<file path="src/rtl/uart_pkg.sv">
// Shared UART definitions: FSM state encoding, frame width and baud divider helper.
// Used by both the receiver and the transmitter.
package uart_pkg;

    localparam int DATA_BITS = 8;

    typedef enum logic [2:0] {
        IDLE,
        START,
        DATA,
        PARITY,
        STOP,
        BREAK
    } uart_state_e;

    // Rounded clk_hz / (baud * os), evaluated at elaboration time.
    function automatic int calc_div(input int clk_hz, input int baud, input int os);
        longint den;
        den = longint'(baud) * longint'(os);
        return int'((longint'(clk_hz) + den / 2) / den);
    endfunction

endpackage

</file>
<file path="src/rtl/uart_rx_if.sv">
// Byte output handshake of the UART receiver: data plus valid/ready.
interface uart_rx_if;

    logic [uart_pkg::DATA_BITS-1:0] data_o;
    logic                           m_valid_o;
    logic                           m_ready_i;

    modport master (
        output data_o,
        output m_valid_o,
        input  m_ready_i
    );

    modport slave (
        input  data_o,
        input  m_valid_o,
        output m_ready_i
    );

endinterface

</file>
<file path="src/rtl/uart_baud_tick.sv">
// Oversample tick divider: tick_o pulses once every DIV clocks, held at phase zero while clr_i=1.
module uart_baud_tick #(
    parameter int DIV = 14
) (
    input  logic clk,
    input  logic rst,
    input  logic clr_i,
    output logic tick_o
);

    localparam int CNT_W = (DIV > 1) ? $clog2(DIV) : 1;
    localparam logic [CNT_W-1:0] CNT_LAST = CNT_W'(DIV - 1);

    logic [CNT_W-1:0] cnt_q;
    logic [CNT_W-1:0] cnt_d;

    always_comb begin
        cnt_d = cnt_q + CNT_W'(1);
        if (clr_i || (cnt_q == CNT_LAST)) begin
            cnt_d = '0;
        end
    end

    always_ff @(posedge clk or negedge rst) begin
        if (!rst) begin
            cnt_q <= '0;
        end else begin
            cnt_q <= cnt_d;
        end
    end

    assign tick_o = !clr_i && (cnt_q == CNT_LAST);

endmodule

</file>
<file path="src/rtl/uart_rx.sv">
// 8N1 UART receiver with oversampled mid-bit sampling and valid/ready byte output.
// Define UART_RX_PARITY_EN to add an even-parity bit and the parity_err_o pulse.
module uart_rx
    import uart_pkg::*;
#(
    parameter int CLK_FREQ_HZ = 25_000_000,
    parameter int BAUD_RATE   = 115_200,
    parameter int OVERSAMPLE  = 16
) (
    input  logic      clk,
    input  logic      rst,
    input  logic      rx_i,
    uart_rx_if.master m_if,
    output logic      frame_err_o,
    output logic      overrun_o
`ifdef UART_RX_PARITY_EN
    ,
    output logic      parity_err_o
`endif
);

    localparam int DIV    = calc_div(CLK_FREQ_HZ, BAUD_RATE, OVERSAMPLE);
    localparam int TICK_W = $clog2(OVERSAMPLE);
    localparam int BIT_W  = $clog2(DATA_BITS);
    localparam logic [TICK_W-1:0] TICK_MID  = TICK_W'(OVERSAMPLE / 2 - 1);
    localparam logic [TICK_W-1:0] TICK_LAST = TICK_W'(OVERSAMPLE - 1);
    localparam logic [BIT_W-1:0]  BIT_LAST  = BIT_W'(DATA_BITS - 1);

    logic                 rx_meta_q, rx_s_q;
    uart_state_e          state_q, state_d;
    logic [TICK_W-1:0]    tick_cnt_q, tick_cnt_d;
    logic [BIT_W-1:0]     bit_cnt_q, bit_cnt_d;
    logic [DATA_BITS-1:0] shift_q, shift_d;
    logic [DATA_BITS-1:0] data_q, data_d;
    logic                 valid_q, valid_d;
    logic                 frame_err_q, frame_err_d;
    logic                 overrun_q, overrun_d;
    logic                 byte_done;
    logic                 tick;
    logic                 tick_clr;
`ifdef UART_RX_PARITY_EN
    logic                 par_bad_q, par_bad_d;
    logic                 par_err_q, par_err_d;
`endif

    assign tick_clr = (state_q == IDLE);

    uart_baud_tick #(.DIV(DIV)) u_baud_tick (
        .clk    (clk),
        .rst    (rst),
        .clr_i  (tick_clr),
        .tick_o (tick)
    );

    always_comb begin
        state_d     = state_q;
        tick_cnt_d  = tick_cnt_q;
        bit_cnt_d   = bit_cnt_q;
        shift_d     = shift_q;
        data_d      = data_q;
        valid_d     = valid_q;
        frame_err_d = 1'b0;
        overrun_d   = 1'b0;
        byte_done   = 1'b0;
`ifdef UART_RX_PARITY_EN
        par_bad_d   = par_bad_q;
        par_err_d   = 1'b0;
`endif

        if (valid_q && m_if.m_ready_i) begin
            valid_d = 1'b0;
        end

        case (state_q)
            IDLE: begin
                tick_cnt_d = '0;
                bit_cnt_d  = '0;
                if (!rx_s_q) begin
                    state_d = START;
                end
            end
            START: begin
                if (tick) begin
                    if (tick_cnt_q == TICK_MID) begin
                        tick_cnt_d = '0;
                        state_d    = rx_s_q ? IDLE : DATA;
                    end else begin
                        tick_cnt_d = tick_cnt_q + TICK_W'(1);
                    end
                end
            end
            DATA: begin
                if (tick) begin
                    if (tick_cnt_q == TICK_LAST) begin
                        tick_cnt_d = '0;
                        shift_d    = {rx_s_q, shift_q[DATA_BITS-1:1]};
                        bit_cnt_d  = bit_cnt_q + BIT_W'(1);
                        if (bit_cnt_q == BIT_LAST) begin
`ifdef UART_RX_PARITY_EN
                            state_d = PARITY;
`else
                            state_d = STOP;
`endif
                        end
                    end else begin
                        tick_cnt_d = tick_cnt_q + TICK_W'(1);
                    end
                end
            end
`ifdef UART_RX_PARITY_EN
            PARITY: begin
                if (tick) begin
                    if (tick_cnt_q == TICK_LAST) begin
                        tick_cnt_d = '0;
                        par_bad_d  = (^shift_q) ^ rx_s_q;
                        par_err_d  = (^shift_q) ^ rx_s_q;
                        state_d    = STOP;
                    end else begin
                        tick_cnt_d = tick_cnt_q + TICK_W'(1);
                    end
                end
            end
`endif
            STOP: begin
                if (tick) begin
                    if (tick_cnt_q == TICK_LAST) begin
                        tick_cnt_d = '0;
                        if (rx_s_q) begin
                            // Leave at mid-stop so the next start edge is not missed.
                            state_d = IDLE;
`ifdef UART_RX_PARITY_EN
                            byte_done = !par_bad_q;
`else
                            byte_done = 1'b1;
`endif
                        end else begin
                            frame_err_d = 1'b1;
                            state_d     = BREAK;
                        end
                    end else begin
                        tick_cnt_d = tick_cnt_q + TICK_W'(1);
                    end
                end
            end
            BREAK: begin
                if (rx_s_q) begin
                    state_d = IDLE;
                end
            end
            default: begin
                state_d = IDLE;
            end
        endcase

        // A held byte is only replaced when it is being accepted this same cycle.
        if (byte_done) begin
            if (!valid_q || m_if.m_ready_i) begin
                data_d  = shift_q;
                valid_d = 1'b1;
            end else begin
                overrun_d = 1'b1;
            end
        end
    end

    always_ff @(posedge clk or negedge rst) begin
        if (!rst) begin
            rx_meta_q   <= 1'b1;
            rx_s_q      <= 1'b1;
            state_q     <= IDLE;
            tick_cnt_q  <= '0;
            bit_cnt_q   <= '0;
            shift_q     <= '0;
            data_q      <= '0;
            valid_q     <= 1'b0;
            frame_err_q <= 1'b0;
            overrun_q   <= 1'b0;
`ifdef UART_RX_PARITY_EN
            par_bad_q   <= 1'b0;
            par_err_q   <= 1'b0;
`endif
        end else begin
            rx_meta_q   <= rx_i;
            rx_s_q      <= rx_meta_q;
            state_q     <= state_d;
            tick_cnt_q  <= tick_cnt_d;
            bit_cnt_q   <= bit_cnt_d;
            shift_q     <= shift_d;
            data_q      <= data_d;
            valid_q     <= valid_d;
            frame_err_q <= frame_err_d;
            overrun_q   <= overrun_d;
`ifdef UART_RX_PARITY_EN
            par_bad_q   <= par_bad_d;
            par_err_q   <= par_err_d;
`endif
        end
    end

    assign m_if.data_o    = data_q;
    assign m_if.m_valid_o = valid_q;
    assign frame_err_o    = frame_err_q;
    assign overrun_o      = overrun_q;
`ifdef UART_RX_PARITY_EN
    assign parity_err_o   = par_err_q;
`endif

endmodule

</file>
<file path="src/flat_wrapper.sv">
// flat-port wrapper written by rule: the top's interface ports become plain ports
module uart_rx_flat import uart_pkg::*;
#(
    parameter int CLK_FREQ_HZ = 25_000_000,
    parameter int BAUD_RATE   = 115_200,
    parameter int OVERSAMPLE  = 16
)
  (clk, rst, rx_i, frame_err_o, overrun_o, m_if_data_o, m_if_m_valid_o, m_if_m_ready_i);
  uart_rx_if m_if_i ();
  input  logic clk;
  input  logic rst;
  input  logic rx_i;
  output logic frame_err_o;
  output logic overrun_o;
  output wire logic [$bits(m_if_i.data_o)-1:0] m_if_data_o;
  output wire logic [$bits(m_if_i.m_valid_o)-1:0] m_if_m_valid_o;
  input wire logic [$bits(m_if_i.m_ready_i)-1:0] m_if_m_ready_i;
  assign m_if_data_o = m_if_i.data_o;
  assign m_if_m_valid_o = m_if_i.m_valid_o;
  assign m_if_i.m_ready_i = m_if_m_ready_i;
  uart_rx #(.CLK_FREQ_HZ(CLK_FREQ_HZ), .BAUD_RATE(BAUD_RATE), .OVERSAMPLE(OVERSAMPLE)) u_core (.clk(clk), .rst(rst), .rx_i(rx_i), .m_if(m_if_i), .frame_err_o(frame_err_o), .overrun_o(overrun_o));
endmodule
</file>
<file path="config.mk">
export PLATFORM = sky130hd
export DESIGN_NAME = uart_rx_flat
export DESIGN_NICKNAME = d
export VERILOG_FILES = /design/src/rtl/uart_pkg.sv /design/src/rtl/uart_rx_if.sv /design/src/rtl/uart_baud_tick.sv /design/src/rtl/uart_rx.sv /design/src/flat_wrapper.sv
export SDC_FILE = /design/constraint.sdc
export NUM_CORES = 1
export LEC_CHECK = 0
export BUFFER_PORTS_ARGS = -buffer_cell sky130_fd_sc_hd__buf_2
export CAP_MARGIN = 5
export CORE_ASPECT_RATIO = 1.2
export CORE_UTILIZATION = 60
export CTS_CLUSTER_SIZE = 40
export DETAILED_ROUTE_END_ITERATION = 8
export PLACE_DENSITY = 0.91
export SETUP_SLACK_MARGIN = 0.4
export SYNTH_ARGS = -nofsm -noshare
export SYNTH_HDL_FRONTEND = slang
export SYNTH_SLANG_ARGS = --single-unit
export TNS_END_PERCENT = 5
</file>
<file path="constraint.sdc">
create_clock -name clk -period 4.3 [get_ports clk]
set_input_delay 0.645 -clock clk [delete_from_list [all_inputs] [get_ports clk]]
set_output_delay 0.645 -clock clk [all_outputs]
set_load 0.02 [all_outputs]
</file>
======== Word-level counts from Yosys, hierarchy flattened ========
Index checks and enable logic that the tools add are counted.
storage, ports and cells
  register bits after elaboration ......... 35
  input bits .............................. 4
operators by class
  equal/unequal tests ..................... 18
  muxes and demuxes ....................... 34
  add/subtract/negate cells ............... 3
  reductions and logical operators ........ 15
operator list
  kind                                                   number
  2-to-1 mux 3 bit                                       12
  2-to-1 mux 4 bit                                       5
  inequality test 2 x 1 -> 1 bit, second input constant  9
  case mux 3 bit (5 select lines)                        1
  2-to-1 mux 1 bit                                       13
  case mux 4 bit (3 select lines)                        1
  equality test 3 bit, second input constant             3
  AND reduction 3 bit                                    3
  AND reduction 9 bit                                    1
  adder 4 x 1 -> 4 bit, second input constant            2
  equality test 4 bit, second input constant             2
  case mux 3 bit (2 select lines)                        1
  equality test 4 x 3 -> 1 bit, second input constant    1
  adder 3 x 1 -> 3 bit, second input constant            1
  equality test 3 x 1 -> 1 bit, second input constant    1
  equality test 3 x 2 -> 1 bit, second input constant    1
  zero test 3 bit                                        1
  nonzero test 3 bit                                     1
  logical AND 1 bit                                      2
  zero test 1 bit                                        2
  logical OR 1 bit                                       2
  2-to-1 mux 2 bit                                       1
  inequality test 2 bit, second input constant           1
  AND reduction 2 bit                                    1
  other kinds (2)                                        2

======== Longest topological paths before layout ========
Gate-level depths: netlist (run 1).
  depth after elaboration ................. 6
  mapped depth ............................ 8
  depth with buffers taken out ............ 7

======== By module ========
Synthesis (run 1) repeated with hierarchy kept, for this count alone.
second synthesis, totals
  cells, all modules ...................... 136
  area, all modules ....................... 1700.4 um2
by module, submodules not included
  module          area an instance (um2)  instances  cells each
  uart_rx         1500.2                  1          116
  uart_baud_tick  200.2                   1          20

======== Least setup slack after synthesis (run 1) ========
No wires, ideal clock.
  kind .................................... flip-flop to flip-flop
  start ................................... reg u_core.u_baud_tick.cnt_q[1]
  end ..................................... reg u_core.data_q[7] (netlist: u_core.m_if.data_o[7])
  library setup time ...................... 0.125 ns
  cell stages (with the launch flop) ...... 9
  path slack .............................. 2.465 ns
  arrival ................................. 1.710 ns
  path through ............................ dfrtp_1 > inv_1 > ha_1 > nand3_2 > or2_1 > buf_6 > nor4_4 > nand2_4 > mux2_4
on the way
  word-level cells in the longest chain between the ends .. 5
ends and longest elaborated chain
  element                               RTL line              source
  start: declaration                    uart_baud_tick.sv:14  logic [CNT_W-1:0] cnt_q;
  start signal: assignment              uart_baud_tick.sv:28  cnt_q <= cnt_d;
  equality test 4 bit                   uart_baud_tick.sv:32  assign tick_o = !clr_i && (cnt_q == CNT_LAST);
  logical AND 1 bit                     uart_baud_tick.sv:32
  2-to-1 mux 1 bit                      uart_rx.sv:125        if (tick) begin
  2-to-1 mux 1 bit                      uart_rx.sv:74         case (state_q)
  AND reduction 2 bit (no source line)  n/a
  end signal: assignment                uart_rx.sv:189        data_q <= data_d;
  end: declaration                      uart_rx.sv:34         logic [DATA_BITS-1:0] data_q, data_d;
No other way between the ends.
A chain may end at the register's enable or synchronous reset.

======== Worst setup path in the final report (run 1) ========
  start ................................... reg u_core.state_q[1]
  end ..................................... reg u_core.state_q[2]
on the way
  word-level cells in the longest chain between the ends .. 5
  elaborated cells on any way between the ends .. 18
  those cells by class .................... eq/ne (13); mux (1); reduce/logical (4)
ends and longest elaborated chain
  element                                          RTL line                      source
  start: declaration                               uart_rx.sv:30                 uart_state_e state_q, state_d;
  start signal: assignment                         uart_rx.sv:185                state_q <= state_d;
  zero test 3 bit                                  uart_rx.sv:46, uart_rx.sv:74
  zero test 1 bit                                  uart_baud_tick.sv:32
  logical AND 1 bit                                uart_baud_tick.sv:32
  inequality test 2 x 1 -> 1 bit (no source line)  n/a
  AND reduction 9 bit (no source line)             n/a
Parallel ways exist; a longest one is shown, timed or not.

==> results of run 1 <==
[metal layers]
layer,up-vias,global-route usage (%),share of wire (%)
met3,6,7.379,5.5
met4,0,15.87,2.0
met2,37,39.43,49
met5,-,0,0
li1,555,-,-
met1,581,32.27,43
[metrics by stage]
stage / setup WS (ps) / power (uW)
after floorplan: 2465 / 338.4
after global placement: 2281 / 346.1
after detailed placement: 2191 / 346.6
after CTS: 2164 / 520.6
after global routing: 2006 / 539.2
final: 2158 / 513.9
[worst min path at each step]
stage	startpoint	end	slack [ps]	depth (start not counted)
final	rst	u_core.tick_cnt_q[0]	350	1
after global routing	u_core.rx_meta_q	u_core.rx_s_q	370	0
after CTS	rst	u_core.tick_cnt_q[0]	370	1
after detailed placement	u_core.rx_meta_q	u_core.rx_s_q	350	0
after global placement	u_core.rx_meta_q	u_core.rx_s_q	350	0
after floorplan	rst	u_core.bit_cnt_q[0]	350	0
[cells in the mapped netlist, drive strengths merged]
cell / instances / area share, %
a211o: 1 / 0.52
a211oi: 2 / 1.2
a21oi: 9 / 2.7
a22oi: 2 / 0.89
and2: 1 / 0.37
and3: 1 / 0.37
buf: 4 / 1.9
clkbuf: 2 / 0.44
dfrtp: 33 / 49
dfstp: 2 / 3.1
ha: 5 / 3.7
inv: 5 / 1.1
maj3: 3 / 1.8
mux2: 16 / 11
mux2i: 1 / 0.59
nand2: 10 / 2.8
nand2b: 2 / 0.74
nand3: 4 / 1.5
nand3b: 2 / 0.89
nand4: 2 / 0.74
nor2: 14 / 3.3
nor3: 2 / 0.59
nor4: 2 / 1.6
o21ai: 12 / 3.6
o22ai: 2 / 0.74
o311ai: 1 / 0.96
o41ai: 1 / 0.96
or2: 4 / 1.6
xnor2: 3 / 1.6
[cell type report]
class                      count  area, sq um  area share [%]
clock buffer                   5        37.54           2.065
clock inverter                 3        20.02           1.101
inverter                       5        18.77           1.032
multi-input combinational    102        752.0           41.36
sequential                    35        878.3           48.31
tap                           33        41.29           2.271
timing repair buffer          14        70.07           3.854
[critical path, cell delays in order (launching register included)]
cell and delay [ps]:
dfrtp_1 680, or2_1 390, mux2i_1 160, a211o_1 350, or2_4 260, o311ai_2 210
[where the power goes]
group / switching (uW) / internal [uW] / total [uW]
clock: 112 / 62.4 / 174
combinational: 6.34 / 1.33 / 7.67
sequential: 1.26 / 331 / 332
total: 119 / 394 / 514
[state kept, by name (all words and copies together) (netlist names)]
name	flops
u_core.frame_err_o	1
u_core.bit_cnt_q	3
u_core.u_baud_tick.cnt_q	4
u_core.m_if.data_o	8
u_core.rx_meta_q	1
u_core.state_q	3
u_core.rx_s_q	1
u_core.m_if.m_valid_o	1
u_core.overrun_o	1
u_core.tick_cnt_q	4
u_core.shift_q	8
[cells by family after synthesis]
kind of cell	synth area share [%]
AO/OA/AOI/OAI	11.49
XOR/XNOR	1.557
buffers and inverters	3.410
multiplexers	11.49
flip-flops	52.04
adder cells (fa/ha/maj)	5.486
AND/OR/NAND/NOR	14.53
[cells in the final DEF (no fill, tap or decap), drive strengths merged]
| master | count |
|---|---|
| mux2 | 16 |
| o41ai | 1 |
| nand2 | 10 |
| inv | 5 |
| nand2b | 2 |
| nor4 | 2 |
| and3 | 1 |
| clkbuf | 5 |
| nand3 | 4 |
| nand3b | 2 |
| xnor2 | 3 |
| or2 | 4 |
| a22oi | 2 |
| maj3 | 3 |
| dfstp | 2 |
| o21ai | 12 |
| and2 | 1 |
| nor2 | 14 |
| o311ai | 1 |
| o22ai | 2 |
| clkinvlp | 2 |
| buf | 14 |
| dfrtp | 33 |
| clkinv | 1 |
| a211oi | 2 |
| a21oi | 9 |
| nand4 | 2 |
| nor3 | 2 |
| ha | 5 |
| mux2i | 1 |
| a211o | 1 |
==> impl_metrics.json, run 1 <==
{
  "cts_made_buffers": 5,
  "finalHoldViolCount": 0,
  "drt-pass1-iter-count": 4,
  "clock_path_buffers": 2,
  "layout-drive-gt1-share_pct": 30.49,
  "io_pins": 15,
  "end_kind": "flop",
  "p_leak_uw": 0.0008687,
  "via_per_inst": 5.985,
  "ant_nets": 0,
  "path_class": "reg -> reg",
  "post_cts_resized": 0,
  "drtIter0Drc": 27,
  "antenna_found_initial": 0,
  "start_util_pct": 64.86,
  "power_density_mw_per_mm2": 282.7,
  "fillers": 185,
  "ys_types": 40,
  "netlist_instances": 148,
  "critPathLaunch": "u_core.state_q[1]",
  "place_inst": 189,
  "r2r_setup_slack_ps": 2160,
  "final_area_sq_mm": 0.001818,
  "rows": 20,
  "max_slew_margin_pct": 51.10,
  "diodes": 0,
  "die-area_sq_mm": 0.003030,
  "dieWidth_um": 50.42,
  "clk_latency_ps": 340,
  "synth_fp_nets": 157,
  "clk_pin_slew_worst_paths_ps": 110,
  "cts.htree.levels": 2,
  "clkSinkCount": 35,
  "outcome": "finished clean",
  "fin_crit_sh_pct": 49.80,
  "dpl-instance-area_sq_mm": 0.001760,
  "tritoncts": "yes",
  "die_h_um": 60.10,
  "hold_buffers": 0,
  "crit_fanout": 14,
  "synth_seq_area_share_pct": 52.04,
  "core_area_sq_mm": 0.002603,
  "vias": 1179,
  "hp-class": "in -> async",
  "final_util_pct": 69.86,
  "gp_congestion": 0.8771,
  "skew_ps": 12.56,
  "grt_overflow": 0,
  "grt_pass1_vias": 1185,
  "worstSetupStartpointType": "flop",
  "syn_avg_cell_area_sq_um": 11.40,
  "nets": 172,
  "area_delta_synth_final_pct": 7.709,
  "clockRootBuffer": "clkbuf_4",
  "worstRegToRegCells": 5,
  "setup_violations": 0,
  "grt_usage_pct": 25.73,
  "final.min_clock_period_ps": 2142,
  "layoutNonFillerInstCount": 197,
  "tightest_slew_ps": 733.5,
  "rsz0062_at_grt": "no",
  "worstPathRequired_ps": 4540,
  "drc": 0,
  "post-cts-setup-buffers": 0,
  "peakVddDrop_v": 0.0003169,
  "grt_pass1_wl_mm": 5.451,
  "ys_ff_latch": 35,
  "r2r_end": "u_core.state_q[2]",
  "crit_arrival_ps": 2380,
  "dp_hpwl_mm": 2.151,
  "drt-total-wl_mm": 3.244,
  "grt_start_max_net_pins": 36,
  "synth_area_sq_mm": 0.001688,
  "hold_ws_ps": 350.7,
  "place.port_buffers": 14,
  "finalMaxSlewViolations": 0,
  "ys_warn_count": 0,
  "rr_startpoint": "u_core.state_q[1]",
  "avgRoutedWirePerCell_um": 16.47,
  "fin_setup_tns_ps": 0,
  "cp-endpoint": "u_core.state_q[2]",
  "cap_violations": 0,
  "fmax_mhz": 467.0
}
Power figures use the tool's default switching activity.
==> inputs of run 2 (changes only) <==
--- a/config.mk
+++ b/config.mk
@@ -5,13 +5,14 @@
 export SDC_FILE = /design/constraint.sdc
 export NUM_CORES = 1
 export LEC_CHECK = 0
+export ABC_AREA = 1
 export BUFFER_PORTS_ARGS = -buffer_cell sky130_fd_sc_hd__buf_2
 export CAP_MARGIN = 5
 export CORE_ASPECT_RATIO = 1.2
-export CORE_UTILIZATION = 60
+export CORE_UTILIZATION = 52
 export CTS_CLUSTER_SIZE = 40
 export DETAILED_ROUTE_END_ITERATION = 8
-export PLACE_DENSITY = 0.91
+export PLACE_DENSITY = 0.85
 export SETUP_SLACK_MARGIN = 0.4
 export SYNTH_ARGS = -nofsm -noshare
 export SYNTH_HDL_FRONTEND = slang
==> constraint.sdc (replaced) <==
create_clock -name clk -period 1.75 [get_ports clk]
set_input_delay 0.2625 -clock clk [delete_from_list [all_inputs] [get_ports clk]]
set_output_delay 0.2625 -clock clk [all_outputs]
set_load 0.02 [all_outputs]
==> impl_metrics.json, run 2 <==
{
  "synth_commonest_cells": "nand2_1, dfrtp_1, inv_1, nand3_1, nor2_1",
  "outcome": "finished clean",
  "ant_nets": 0,
  "synth_fp_nets": 185,
  "rows": 22,
  "worstPathCellList": "inv_2 -> ha_4 -> nand3_4 -> inv_4 -> nand2_4 -> nor2_4 -> nand3_4 -> o21ai_2",
  "area_delta_synth_final_pct": 20.56,
  "ys_ff_latch": 35,
  "drtIter0Drc": 64,
  "fin_crit_sh_pct": 85.70,
  "setup_violations": 0,
  "synthTopCellsByArea": "dfrtp_1, nand2_1, o21ai_2",
  "final.min_clock_period_ps": 1500,
  "cp_common_cell": "nand3_4",
  "busiest_layer": "met2",
  "slowest_delay_ps": 400,
  "vias": 1252,
  "fin_setup_tns_ps": 0,
  "drc": 0,
  "yosysMostFrequentCell": "nand2_1",
  "grt_pass1_wl_mm": 4.830,
  "diodes": 0,
  "netlist_instances": 176,
  "synth_area_sq_mm": 0.001649,
  "power_density_mw_per_mm2": 708.8,
  "die-area_sq_mm": 0.003401,
  "ys.flop_type": "dfrtp_1",
  "clk_latency_ps": 340,
  "cts_made_buffers": 5,
  "avgRoutedWirePerCell_um": 12.39,
  "rsz0062_at_grt": "yes",
  "place.port_buffers": 14,
  "io_pins": 15,
  "drt-pass1-iter-count": 4,
  "die_h_um": 63.69,
  "dieWidth_um": 53.41,
  "tightest_slew_ps": 727.3,
  "cp_slowest_cell": "dfrtp_1",
  "tritoncts": "yes",
  "worstSetupStartpointType": "flop",
  "layout-drive-gt1-share_pct": 32.69,
  "skew_ps": 18.16,
  "via_per_inst": 5.131,
  "rr_startpoint": "u_core.u_baud_tick.cnt_q[1]",
  "hp-class": "in -> reg",
  "nets": 216,
  "grt_usage_pct": 19.88,
  "ys_types": 27,
  "grt.met3_usage_pct": 5.072,
  "grt_pass1_vias": 1126,
  "p_leak_uw": 0.0009594,
  "syn_avg_cell_area_sq_um": 9.370,
  "start_util_pct": 54.46,
  "synth_top_area_cell": "dfrtp_1",
  "synth_top_area_share_pct": 50.08,
  "gp_congestion": 0.7914,
  "async_flop_share_pct": 100.0,
  "synth_seq_area_share_pct": 53.26,
  "clk_pin_slew_worst_paths_ps": 120,
  "layout_commonest_cell": "nand2_1",
  "dp_hpwl_mm": 1.889,
  "use_met2_pct": 30.16,
  "finalHoldViolCount": 0,
  "path_class": "reg -> reg",
  "max_slew_margin_pct": 51.51,
  "met1_usage_pct": 25.31,
  "peakVddDrop_v": 0.001002,
  "cap_violations": 0,
  "clkSinkCount": 35,
  "crit_arrival_ps": 1770,
  "end_kind": "flop",
  "drt-total-wl_mm": 3.023,
  "synth_enable_flop_cells": 0,
  "cts.htree.levels": 2,
  "clock_path_buffers": 2,
  "finalMaxSlewViolations": 0,
  "antenna_found_initial": 0,
  "hp-start": "m_if_m_ready_i",
  "grt_overflow": 0,
  "ys_warn_count": 0,
  "crit_fanout": 8,
  "grt_start_max_net_pins": 36,
  "dpl_worst_slack_ps": 186.5,
  "clockRootBuffer": "clkbuf_4",
  "hold_ws_ps": 337.0,
  "power_uw": 1409,
  "fmax_mhz": 666.8,
  "worstPathRequired_ps": 2020,
  "critPathLaunch": "u_core.u_baud_tick.cnt_q[1]",
  "core_area_sq_mm": 0.003028,
  "timing.final.ws_setup_ps": 250.3,
  "final_cell_mix": "nand2_1, dfrtp_1, inv_1, buf_2, o21ai_1"
}
-- run 2: changes by cell type after synthesis, sizes merged, moves of 9 or more --
cell and change:
nand2 +43, nand3 +10, o21ai +9, a21oi -9
inv +12, mux2 -16
-- run 2: repair_timing --
item | CTS | global route
gates resized for setup | 4 | 13
setup buffers | 6 | 2
hold buffers | 1 | 1
endpoints found under the setup margin | 26 | 29
endpoints found under the hold margin | 16 | 1
pin swaps | 4 | 5
gates cloned | 1 | 1
-- run 2: final timing paths --
check	to	slack, ps	depth (start not counted)
min in group asynchronous	u_core.shift_q[1]	510	2
max in group asynchronous	u_core.u_baud_tick.cnt_q[0]	720	2
setup reg to reg	u_core.m_if.data_o[5]	250	8
hold / removal	u_core.overrun_o	340	4
hold reg to reg	u_core.rx_s_q	360	0
setup / recovery	u_core.m_if.data_o[5]	250	8
-- run 2: where the power goes --
group	internal (uW)	leakage, uW	switching (uW)	total (uW)
Sequential	813	0.000455	1.52	814
Clock	301	0.0000452	271	572
Combinational	5.93	0.000459	17.5	23.4
Total	1120	0.000959	290	1410
-- run 2: stage by stage --
stage	util [%]	instances	area [sq um]
floorplan	-	176	1650
global placement	57.56	224	1743
detailed placement	57.56	224	1743
CTS	63.06	240	1909
global route	65.66	244	1988
finish	65.66	244	1988
-- run 2: final cells by class --
cell class | instances | area [sq um]
Sequential cell | 35 | 879.6
Timing Repair Buffer | 24 | 150.1
Inverter | 18 | 70.07
Multi-Input combinational cell | 123 | 762.0
Clock inverter | 3 | 43.79
Fill cell | 226 | 1040
Clock buffer | 5 | 37.54
Tap cell | 36 | 45.04
-- run 2: logic make-up after synthesis --
kind of cell | count (synthesis) | synth area share, %
AOI/OAI and AO/OA | 23 | 9.332
xor gates and xnor gates | 4 | 2.125
adders and majority gates | 5 | 3.794
buffers and inverters | 20 | 5.462
DFF | 35 | 53.26
and+or+nand+nor | 89 | 26.02
-- run 2: routing by layer --
layer  wire length, um  share of wire [%]
met5                 0                  0
met4                35                1.2
met3               124                4.1
met2              1582                 52
met1              1281                 42
-- run 2: worst max-delay path: cells and delay by family (launching register included) --
kind,cells,cell delay [ps]
buf+inv,2,160
flops,1,400
fa+ha+maj,1,130
simple gates,4,570
compound gates,1,160
==> inputs of run 3 (changes only) <==
--- a/config.mk
+++ b/config.mk
@@ -6,13 +6,13 @@
 export NUM_CORES = 1
 export LEC_CHECK = 0
 export ABC_AREA = 1
-export BUFFER_PORTS_ARGS = -buffer_cell sky130_fd_sc_hd__buf_2
 export CAP_MARGIN = 5
 export CORE_ASPECT_RATIO = 1.2
-export CORE_UTILIZATION = 52
+export CORE_UTILIZATION = 55
 export CTS_CLUSTER_SIZE = 40
 export DETAILED_ROUTE_END_ITERATION = 8
-export PLACE_DENSITY = 0.85
+export DONT_BUFFER_PORTS = 1
+export PLACE_DENSITY = 0.84
 export SETUP_SLACK_MARGIN = 0.4
 export SYNTH_ARGS = -nofsm -noshare
 export SYNTH_HDL_FRONTEND = slang
==> impl_metrics.json, run 3 (synthesis gave the netlist of run 2 again) <==
{
  "grt_overflow": 0,
  "tightest_slew_ps": 275.3,
  "clock_path_buffers": 2,
  "swShare_pct": 21.10,
  "layout_commonest_cell": "nand2_1",
  "grt_pass1_vias": 1170,
  "dieWidth_um": 51.99,
  "die_h_um": 61.99,
  "dp_hpwl_mm": 2.071,
  "ant_nets": 0,
  "finalHoldViolCount": 0,
  "clockRootBuffer": "clkbuf_4",
  "seq_power_share_pct": 57.3,
  "final_util_pct": 67.47,
  "cts_made_buffers": 5,
  "clk_pin_slew_worst_paths_ps": 110,
  "worstPathBufferInverterCount": 2,
  "worstPathRequired_ps": 1990,
  "net-switching-power_uw": 299.8,
  "hold_ws_ps": 252.2,
  "core_area_sq_mm": 0.002811,
  "p_comb_share_pct": 1.8,
  "rows": 21,
  "cap_violations": 0,
  "grt_usage_pct": 22.66,
  "end_kind": "flop",
  "nets": 200,
  "cp_slowest_cell": "dfrtp_1",
  "drt-pass1-iter-count": 5,
  "max_slew_margin_pct": 81.60,
  "fin_crit_sh_pct": 90.93,
  "clkPwrFrac_pct": 40.9,
  "power_uw": 1421,
  "antenna_found_initial": 0,
  "die-area_sq_mm": 0.003222,
  "drc": 0,
  "crit_family": "simple AND/OR/NAND/NOR gates",
  "hp-class": "in -> reg",
  "fmax_mhz": 628.5,
  "avgRoutedWirePerCell_um": 14.18,
  "slowest_delay_ps": 410,
  "area_delta_synth_final_pct": 15.02,
  "vias": 1241,
  "power_density_mw_per_mm2": 749.2,
  "r2r_setup_slack_ps": 160,
  "gp_congestion": 0.9768,
  "outcome": "finished clean",
  "io_pins": 15,
  "clkSinkCount": 35,
  "place.port_buffers": 0,
  "p_int_uw": 1121,
  "peakVddDrop_v": 0.0008348,
  "tritoncts": "yes",
  "grt_start_max_net_pins": 36,
  "diodes": 0,
  "layout-drive-gt1-share_pct": 28.13,
  "rsz0062_at_grt": "yes",
  "layoutNonFillerInstCount": 226,
  "place_inst": 208,
  "finalMaxSlewViolations": 0,
  "fin_setup_tns_ps": 0,
  "final_cell_mix": "nand2_1, dfrtp_1, inv_1",
  "start_util_pct": 58.66,
  "crit_arrival_ps": 1840,
  "drtIter0Drc": 28,
  "worstSetupStartpointType": "flop",
  "skew_ps": 10.28,
  "via_per_inst": 5.491,
  "setup_violations": 0,
  "drt-total-wl_mm": 3.205,
  "clk_latency_ps": 340,
  "path_class": "reg -> reg",
  "crit_fanout": 8,
  "p_leak_uw": 0.0008908,
  "grt_pass1_wl_mm": 5.057,
  "worstPathCellList": "inv_1 -> ha_2 -> nand3_2 -> inv_4 -> nand2_4 -> nor2_4 -> nand3_4 -> nand2_2 -> o21ai_2",
  "final.min_clock_period_ps": 1591,
  "cts.htree.levels": 2
}
==> run 3: changes by cell type in the layout (fill, tap and decap cells not counted), sizes merged <==
cell	change
buf	-15
nand2	-1
==> run 3: timing repair <==
| action | 4_1_cts | 5_1_grt |
|---|---|---|
| endpoints found under the hold margin | 36 | 0 |
| hold buffers | 3 | 0 |
| setup buffers | 2 | 4 |
| pin swaps | 1 | 6 |
| cloned | 1 | 0 |
| endpoints found under the setup margin | 26 | 28 |
| resized for setup | 3 | 13 |
==> run 3: final cells by class <==
| class | count | area (sq um) |
|---|---|---|
| repair buffers | 9 | 85.08 |
| flip-flops and latches | 35 | 879.6 |
| clock inverters | 3 | 43.79 |
| fillers | 213 | 914.6 |
| clock buffers | 5 | 37.54 |
| multi-input cells | 122 | 738.2 |
| inverters | 18 | 70.07 |
| well taps | 34 | 42.54 |
==> run 3: path summary, 6_finish.rpt <==
path | startpoint | to | cells after the start
setup / recovery | u_core.u_baud_tick.cnt_q[1] | u_core.m_if.data_o[2] | 9
hold / removal | m_if_m_ready_i | u_core.overrun_o | 3
setup reg to reg | u_core.u_baud_tick.cnt_q[1] | u_core.m_if.data_o[2] | 9
hold reg to reg | u_core.rx_meta_q | u_core.rx_s_q | 0
max in group asynchronous | rst | u_core.rx_s_q | 2
min in group asynchronous | rst | u_core.tick_cnt_q[1] | 2
==> run 3: metal layers <==
| metal | routed length (um) | vias to the layer above | global-route usage (%) |
|---|---|---|---|
| li1 | - | 604 | - |
| met1 | 1323 | 604 | 25.04 |
| met2 | 1691 | 26 | 36.81 |
| met3 | 117 | 7 | 8.029 |
| met4 | 72 | 0 | 15.44 |
| met5 | 0 | - | 0 |
==> run 3: power by group through the flow <==
stage                     Clock, uW  Combinational [uW]  Sequential (uW)
after floorplan                   0                2.03              830
after global placement            0                2.47              830
after detailed placement          0                2.50              830
after CTS                       595                27.5              814
after global routing            635                29.9              815
final                           581                26.0              814
==> run 3: stage by stage <==
stage	worst slack (ps)	area, sq um
6_report	158.8	1897
5_1_grt	79.19	1897
4_1_cts	230.6	1832
3_5_place_dp	205.6	1670
3_3_place_gp	266.2	1670
2_1_floorplan	340.3	1650
==> run 3: worst register-to-register path: cells and delay by family, from the launching register on <==
kind            cells  cell delay, ps
flops               1             410
fa+ha+maj           1             180
compound gates      1              50
buf+inv             2             150
simple gates        5             710
